[config.mk]
export PLATFORM = sky130hd
export DESIGN_NAME = core_axi_rd_arbiter_flat
export DESIGN_NICKNAME = d
export VERILOG_FILES = /design/src/rtl/core_axi_rd_arbiter_if.sv /design/src/rtl/core_axi_rd_arbiter.sv /design/src/flat_wrapper.sv
export SDC_FILE = /design/constraint.sdc
export NUM_CORES = 1
export LEC_CHECK = 0
export BUFFER_PORTS_ARGS = -buffer_cell sky130_fd_sc_hd__buf_2
export CORE_MARGIN = 4
export CORE_UTILIZATION = 45
export CTS_BUF_LIST = sky130_fd_sc_hd__clkbuf_8
export DETAILED_ROUTE_END_ITERATION = 6
export PLACE_DENSITY_LB_ADDON = 0.08
export SYNTH_ARGS = -nofsm -noshare
export SYNTH_HDL_FRONTEND = slang
export SYNTH_SLANG_ARGS = --single-unit
[constraint.sdc]
create_clock -name CLK -period 2.9 [get_ports CLK]
set_input_delay 0.145 -clock CLK [delete_from_list [all_inputs] [get_ports CLK]]
set_output_delay 0.145 -clock CLK [all_outputs]
set_load 0.03 [all_outputs]
[src/rtl/core_axi_rd_arbiter_if.sv]
// AXI4-Lite read-channel bundle (AR + R) shared by the arbiter's two masters and its memory port.
interface core_axi_rd_arbiter_if #(
  parameter int unsigned AXI_AWIDTH = 4,
  parameter int unsigned AXI_DWIDTH = 32
);
  logic [AXI_AWIDTH-1:0] ARADDR;
  logic                  ARVALID;
  logic                  ARREADY;
  logic [AXI_DWIDTH-1:0] RDATA;
  logic [1:0]            RRESP;
  logic                  RVALID;
  logic                  RREADY;

  modport master (output ARADDR, ARVALID, RREADY, input ARREADY, RDATA, RRESP, RVALID);
  modport slave  (input ARADDR, ARVALID, RREADY, output ARREADY, RDATA, RRESP, RVALID);
endinterface

[src/rtl/core_axi_rd_arbiter.sv]
// Two-master AXI4-Lite read arbiter: round-robin AR grant, grant held until the R beat completes,
// with a per-transaction response timeout that forces SLVERR back to the granted master.
module core_axi_rd_arbiter #(
  parameter int unsigned AXI_AWIDTH     = 4,
  parameter int unsigned AXI_DWIDTH     = 32,
  parameter int unsigned TIMEOUT_CYCLES = 255
) (
  input  logic                  CLK,
  input  logic                  NRST,
  core_axi_rd_arbiter_if.slave  M0,
  core_axi_rd_arbiter_if.slave  M1,
  core_axi_rd_arbiter_if.master S,
  output logic                  GNT_ID,
  output logic                  BUSY
);
  typedef enum logic [1:0] {ST_IDLE, ST_ADDR, ST_DATA} state_e;

  localparam logic [15:0] TIMEOUT_LIM = 16'(TIMEOUT_CYCLES);

  state_e      state_q, state_d;
  logic        gnt_q, gnt_d;
  logic        last_q, last_d;
  logic [15:0] cnt_q, cnt_d;

  logic                  g_arvalid;
  logic                  g_rready;
  logic [AXI_AWIDTH-1:0] g_araddr;
  logic                  timed_out;

  logic                  ar_ready;
  logic                  r_valid;
  logic [AXI_DWIDTH-1:0] r_data;
  logic [1:0]            r_resp;
  logic                  s_arvalid;
  logic [AXI_AWIDTH-1:0] s_araddr;
  logic                  s_rready;

  assign g_arvalid = gnt_q ? M1.ARVALID : M0.ARVALID;
  assign g_araddr  = gnt_q ? M1.ARADDR  : M0.ARADDR;
  assign g_rready  = gnt_q ? M1.RREADY  : M0.RREADY;
  assign timed_out = (cnt_q == TIMEOUT_LIM);

  always_comb begin
    state_d   = state_q;
    gnt_d     = gnt_q;
    last_d    = last_q;
    cnt_d     = cnt_q;
    ar_ready  = 1'b0;
    r_valid   = 1'b0;
    r_data    = '0;
    r_resp    = '0;
    s_arvalid = 1'b0;
    s_araddr  = '0;
    s_rready  = 1'b0;
    unique case (state_q)
      ST_IDLE: begin
        if (M0.ARVALID && M1.ARVALID) begin
          gnt_d   = ~last_q;
          state_d = ST_ADDR;
        end else if (M0.ARVALID) begin
          gnt_d   = 1'b0;
          state_d = ST_ADDR;
        end else if (M1.ARVALID) begin
          gnt_d   = 1'b1;
          state_d = ST_ADDR;
        end
      end
      ST_ADDR: begin
        s_araddr  = g_araddr;
        s_arvalid = g_arvalid;
        ar_ready  = S.ARREADY;
        if (g_arvalid && S.ARREADY) begin
          state_d = ST_DATA;
          cnt_d   = '0;
        end else if (!g_arvalid) begin
          state_d = ST_IDLE;
        end
      end
      ST_DATA: begin
        // Once timed out the memory is disconnected; a late S_RVALID is never acknowledged.
        if (timed_out) begin
          r_valid = 1'b1;
          r_resp  = 2'b10;
          if (g_rready) begin
            last_d  = gnt_q;
            state_d = ST_IDLE;
          end
        end else begin
          r_valid  = S.RVALID;
          r_data   = S.RDATA;
          r_resp   = S.RRESP;
          s_rready = g_rready;
          if (S.RVALID && g_rready) begin
            last_d  = gnt_q;
            state_d = ST_IDLE;
          end else if (!S.RVALID) begin
            cnt_d = cnt_q + 16'd1;
          end
        end
      end
      default: state_d = ST_IDLE;
    endcase
  end

  always_ff @(posedge CLK) begin
    if (!NRST) begin
      state_q <= ST_IDLE;
      gnt_q   <= 1'b0;
      last_q  <= 1'b1;
      cnt_q   <= '0;
    end else begin
      state_q <= state_d;
      gnt_q   <= gnt_d;
      last_q  <= last_d;
      cnt_q   <= cnt_d;
    end
  end

  assign M0.ARREADY = ar_ready & ~gnt_q;
  assign M1.ARREADY = ar_ready &  gnt_q;
  assign M0.RVALID  = r_valid  & ~gnt_q;
  assign M1.RVALID  = r_valid  &  gnt_q;
  assign M0.RDATA   = gnt_q ? '0 : r_data;
  assign M1.RDATA   = gnt_q ? r_data : '0;
  assign M0.RRESP   = gnt_q ? 2'b00 : r_resp;
  assign M1.RRESP   = gnt_q ? r_resp : 2'b00;

  assign S.ARADDR  = s_araddr;
  assign S.ARVALID = s_arvalid;
  assign S.RREADY  = s_rready;

  assign GNT_ID = gnt_q;
  assign BUSY   = (state_q != ST_IDLE);
endmodule

[src/flat_wrapper.sv]
// flat-port wrapper written by rule: the top's interface ports become plain ports
module core_axi_rd_arbiter_flat 
#(
  parameter int unsigned AXI_AWIDTH     = 4,
  parameter int unsigned AXI_DWIDTH     = 32,
  parameter int unsigned TIMEOUT_CYCLES = 255
)
  (CLK, NRST, GNT_ID, BUSY, M0_ARADDR, M0_ARVALID, M0_RREADY, M0_ARREADY, M0_RDATA, M0_RRESP, M0_RVALID, M1_ARADDR, M1_ARVALID, M1_RREADY, M1_ARREADY, M1_RDATA, M1_RRESP, M1_RVALID, S_ARADDR, S_ARVALID, S_RREADY, S_ARREADY, S_RDATA, S_RRESP, S_RVALID);
  core_axi_rd_arbiter_if #(.AXI_AWIDTH(AXI_AWIDTH), .AXI_DWIDTH(AXI_DWIDTH)) M0_i ();
  core_axi_rd_arbiter_if #(.AXI_AWIDTH(AXI_AWIDTH), .AXI_DWIDTH(AXI_DWIDTH)) M1_i ();
  core_axi_rd_arbiter_if #(.AXI_AWIDTH(AXI_AWIDTH), .AXI_DWIDTH(AXI_DWIDTH)) S_i ();
  input  logic CLK;
  input  logic NRST;
  output logic GNT_ID;
  output logic BUSY;
  input wire logic [$bits(M0_i.ARADDR)-1:0] M0_ARADDR;
  input wire logic [$bits(M0_i.ARVALID)-1:0] M0_ARVALID;
  input wire logic [$bits(M0_i.RREADY)-1:0] M0_RREADY;
  output wire logic [$bits(M0_i.ARREADY)-1:0] M0_ARREADY;
  output wire logic [$bits(M0_i.RDATA)-1:0] M0_RDATA;
  output wire logic [$bits(M0_i.RRESP)-1:0] M0_RRESP;
  output wire logic [$bits(M0_i.RVALID)-1:0] M0_RVALID;
  input wire logic [$bits(M1_i.ARADDR)-1:0] M1_ARADDR;
  input wire logic [$bits(M1_i.ARVALID)-1:0] M1_ARVALID;
  input wire logic [$bits(M1_i.RREADY)-1:0] M1_RREADY;
  output wire logic [$bits(M1_i.ARREADY)-1:0] M1_ARREADY;
  output wire logic [$bits(M1_i.RDATA)-1:0] M1_RDATA;
  output wire logic [$bits(M1_i.RRESP)-1:0] M1_RRESP;
  output wire logic [$bits(M1_i.RVALID)-1:0] M1_RVALID;
  output wire logic [$bits(S_i.ARADDR)-1:0] S_ARADDR;
  output wire logic [$bits(S_i.ARVALID)-1:0] S_ARVALID;
  output wire logic [$bits(S_i.RREADY)-1:0] S_RREADY;
  input wire logic [$bits(S_i.ARREADY)-1:0] S_ARREADY;
  input wire logic [$bits(S_i.RDATA)-1:0] S_RDATA;
  input wire logic [$bits(S_i.RRESP)-1:0] S_RRESP;
  input wire logic [$bits(S_i.RVALID)-1:0] S_RVALID;
  assign M0_i.ARADDR = M0_ARADDR;
  assign M0_i.ARVALID = M0_ARVALID;
  assign M0_i.RREADY = M0_RREADY;
  assign M0_ARREADY = M0_i.ARREADY;
  assign M0_RDATA = M0_i.RDATA;
  assign M0_RRESP = M0_i.RRESP;
  assign M0_RVALID = M0_i.RVALID;
  assign M1_i.ARADDR = M1_ARADDR;
  assign M1_i.ARVALID = M1_ARVALID;
  assign M1_i.RREADY = M1_RREADY;
  assign M1_ARREADY = M1_i.ARREADY;
  assign M1_RDATA = M1_i.RDATA;
  assign M1_RRESP = M1_i.RRESP;
  assign M1_RVALID = M1_i.RVALID;
  assign S_ARADDR = S_i.ARADDR;
  assign S_ARVALID = S_i.ARVALID;
  assign S_RREADY = S_i.RREADY;
  assign S_i.ARREADY = S_ARREADY;
  assign S_i.RDATA = S_RDATA;
  assign S_i.RRESP = S_RRESP;
  assign S_i.RVALID = S_RVALID;
  core_axi_rd_arbiter #(.AXI_AWIDTH(AXI_AWIDTH), .AXI_DWIDTH(AXI_DWIDTH), .TIMEOUT_CYCLES(TIMEOUT_CYCLES)) u_core (.CLK(CLK), .NRST(NRST), .M0(M0_i), .M1(M1_i), .S(S_i), .GNT_ID(GNT_ID), .BUSY(BUSY));
endmodule
==> flow_summary.yaml <==
finish:
  drive_above_1_share_pct: 42.3
  multi_input_area_um2: 1260
  syn_to_final_growth_pct: 41.2
  fin_util_pct: 66.6
  antennaDiodeCount: 0
  seq_area_um2: 400
  final_nets: 409
  fillers: 356
outcome:
  outcome: "completed"
sta:
  hold_viol: 0
  slew_headroom_pct: 50.6
  worstMarginPinSlew_ns: 0.735
  whs_ns: 0.217
  post-route-period-util_pct: 78.1
  max_freq_mhz: 441
  rsz0062_at_grt: "no"
  setup_viol: 0
  timing.setup.tns_ns: 0
  slew_viol_final: 0
  fin_crit_ns: 2.27
  fin_skew_ns: 0.00611
power_and_ir_drop:
  power.share.switching_pct: 29.7
  p_int_mw: 0.461
  power.density_nw_per_um2: 267
  p_leak_nw: 1.28
  p_switching_mw: 0.195
  clkPwrFrac_pct: 32.3
  power_frac_seq_pct: 43.0
  ir_worst_vdd_uv: 309
  finalPower_mw: 0.656
  p_comb_share_pct: 24.7
critical_path:
  cp_top_family: "simple AND/OR/NAND/NOR gates"
  crit_path_start_kind: "flop"
  critPathMostFrequentCell: "and4_4"
  slowest_stage: "dfxtp_1"
  slowest_delay_ns: 0.37
  path_cells: "ha_1 > and4_4 > and4_4 > nor3_2 > buf_4 > and2_1 > buf_2"
  crit_fanout: 33
  critPathKind: "reg2out"
  rrSetupSlack_ns: 1.03
  crit_required_ns: 2.76
  end_kind: "output port"
  cp_num_buf_inv: 2
  crit_arrival_ns: 2.12
synth:
  syn-mean-instance-area_um2: 7.46
  yosys_warnings: 0
  synth.top_cell.area_share_pct: 24.5
  synth_area_leader_cell: "and2_1"
  synth_seq_cells: 20
  syn_area_um2: 1740
  async_flop_share_pct: 0
  yosysSeqAreaShare_pct: 23.0
  synth_cell_types: 42
  ys.flop_type: "dfxtp_1"
  synth.area.top_cells: "and2_1 (24%), dfxtp_1 (23%), nor2_1 (5.0%), o21ai_1 (4.0%), nand2_1 (3.9%)"
  syn_nets: 284
  netlist_top_cells_count: "and2_1 (68), nor2_1 (23), dfxtp_1 (20)"
  synthCells: 233
  synth-edff-count: 0
  synth.most_common_cell: "and2_1"
route:
  detail-route-antenna-nets: 0
  remaining_drc_errors: 0
  firstDrtPassIters: 4
  drt_wl_total_mm: 5.52
  vias: 2033
  detail_route.vias_per_cell: 5.02
  routedWlPerCell_um: 13.6
  drtIter0Drc: 89
grt:
  grt_pass1_vias: 1852
  grt_max_degree: 34
  grt_first_pass_wirelength_mm: 9.13
  grt_usage_pct: 21.9
  grt-ovfl-total: 0
  antenna_found_initial: 0
cts:
  cts_tree: "yes"
  clk_transition_reported_paths_ns: 0.07
  cts_setup_buffers: 0
  h-tree-depth: 1
  cts.path.max_buffers: 2
  cts_resized: 0
  cts_hold_buf: 0
  cts_inserted_buffers: 3
  cts_root_buf: "clkbuf_8"
  cts.sinks: 20
  insertion_delay_ns: 0.26
worst_hold_path:
  min_path_type: "in2reg"
job:
  max_cap_violations: 0
floorplan:
  start_util_pct: 47.2
  die_width_um: 70.2
  die_height_um: 70.2
  rows: 22
  die_area_um2: 4920
  io_pins: 130
  core_um2: 3690
placed_design:
  gp_congestion: 0.881
  portBuffers: 129
  post-dp-hpwl_mm: 4.49
[power groups by stage]
stage	logic [mW]	registers, mW	clock network (mW)
final	0.162	0.282	0.212
after global routing	0.177	0.283	0.232
after CTS	0.163	0.282	0.218
after detailed placement	0.162	0.289	0
after global placement	0.162	0.289	0
after floorplan	0.0943	0.290	0
[cells by family (layout without fill, tap and decap cells)]
group / count (synthesis) / after routing / share of synthesized area, %
simple gates: 153 / 153 / 52.1
buf+inv: 15 / 139 / 4.75
flops: 20 / 20 / 23.0
xor+xnor: 4 / 4 / 2.01
compound gates: 34 / 34 / 14.0
mux: 6 / 6 / 3.45
fa+ha+maj: 1 / 1 / 0.719
[metal layers]
layer	vias to the layer above	share of wire, %	GRT usage (%)
met3	6	7.1	5.18
met1	904	43	27.6
met5	-	0	0
li1	1050	-	-
met4	0	0.74	3.83
met2	73	49	38.3
[final timing paths]
check                                     start  cells after the start                to
worst max-delay path            u_core.cnt_q[0]                      7      M0_RDATA[11]
worst min-delay path                 M1_ARVALID                      3     u_core.GNT_ID
worst max register to register  u_core.cnt_q[0]                      6  u_core.cnt_q[14]
worst min register to register    u_core.last_q                      2     u_core.last_q
[cell type report]
cell class              count  share of cell area (%)
multi-input cells         198                    51.2
repair buffers            133                    27.5
flip-flops and latches     20                    16.3
well taps                  48                    2.45
clock buffers               4                    2.24
inverters                   2                   0.306
[cell usage in the layout, fill, tap and decap left out, drive strengths merged, types with 3 or more instances in the layout]
master | synthesis | routed
and2 | 68 | 68
buf | 11 | 133
clkbuf | 2 | 4
dfxtp | 20 | 20
mux2i | 6 | 6
nand2 | 18 | 18
nand2b | 4 | 4
nand3 | 9 | 9
nand4 | 4 | 4
nor2 | 24 | 24
nor3 | 7 | 7
nor4 | 9 | 9
o21ai | 16 | 16
o31ai | 5 | 5
xnor2 | 3 | 3
[worst min-delay path, stage by stage]
cell and delay (ns):
buf_2 0.10, a32oi_1 0.08, nor2b_1 0.11
[sequential cells by signal, indices dropped and copies added (netlist names)]
| name | flops |
|---|---|
| u_core.GNT_ID | 1 |
| u_core.cnt_q | 16 |
| u_core.last_q | 1 |
| u_core.state_q | 2 |
[metrics by stage]
step / std cells / area (µm²) / setup WS, ns
2_1_floorplan: 233 / 1740 / 0.884
3_3_place_gp: 401 / 2400 / 0.963
3_5_place_dp: 401 / 2400 / 0.920
4_1_cts: 405 / 2450 / 0.627
5_1_grt: 405 / 2450 / 0.473
6_report: 405 / 2450 / 0.634
No activity file was read; power rests on OpenSTA's default activity.
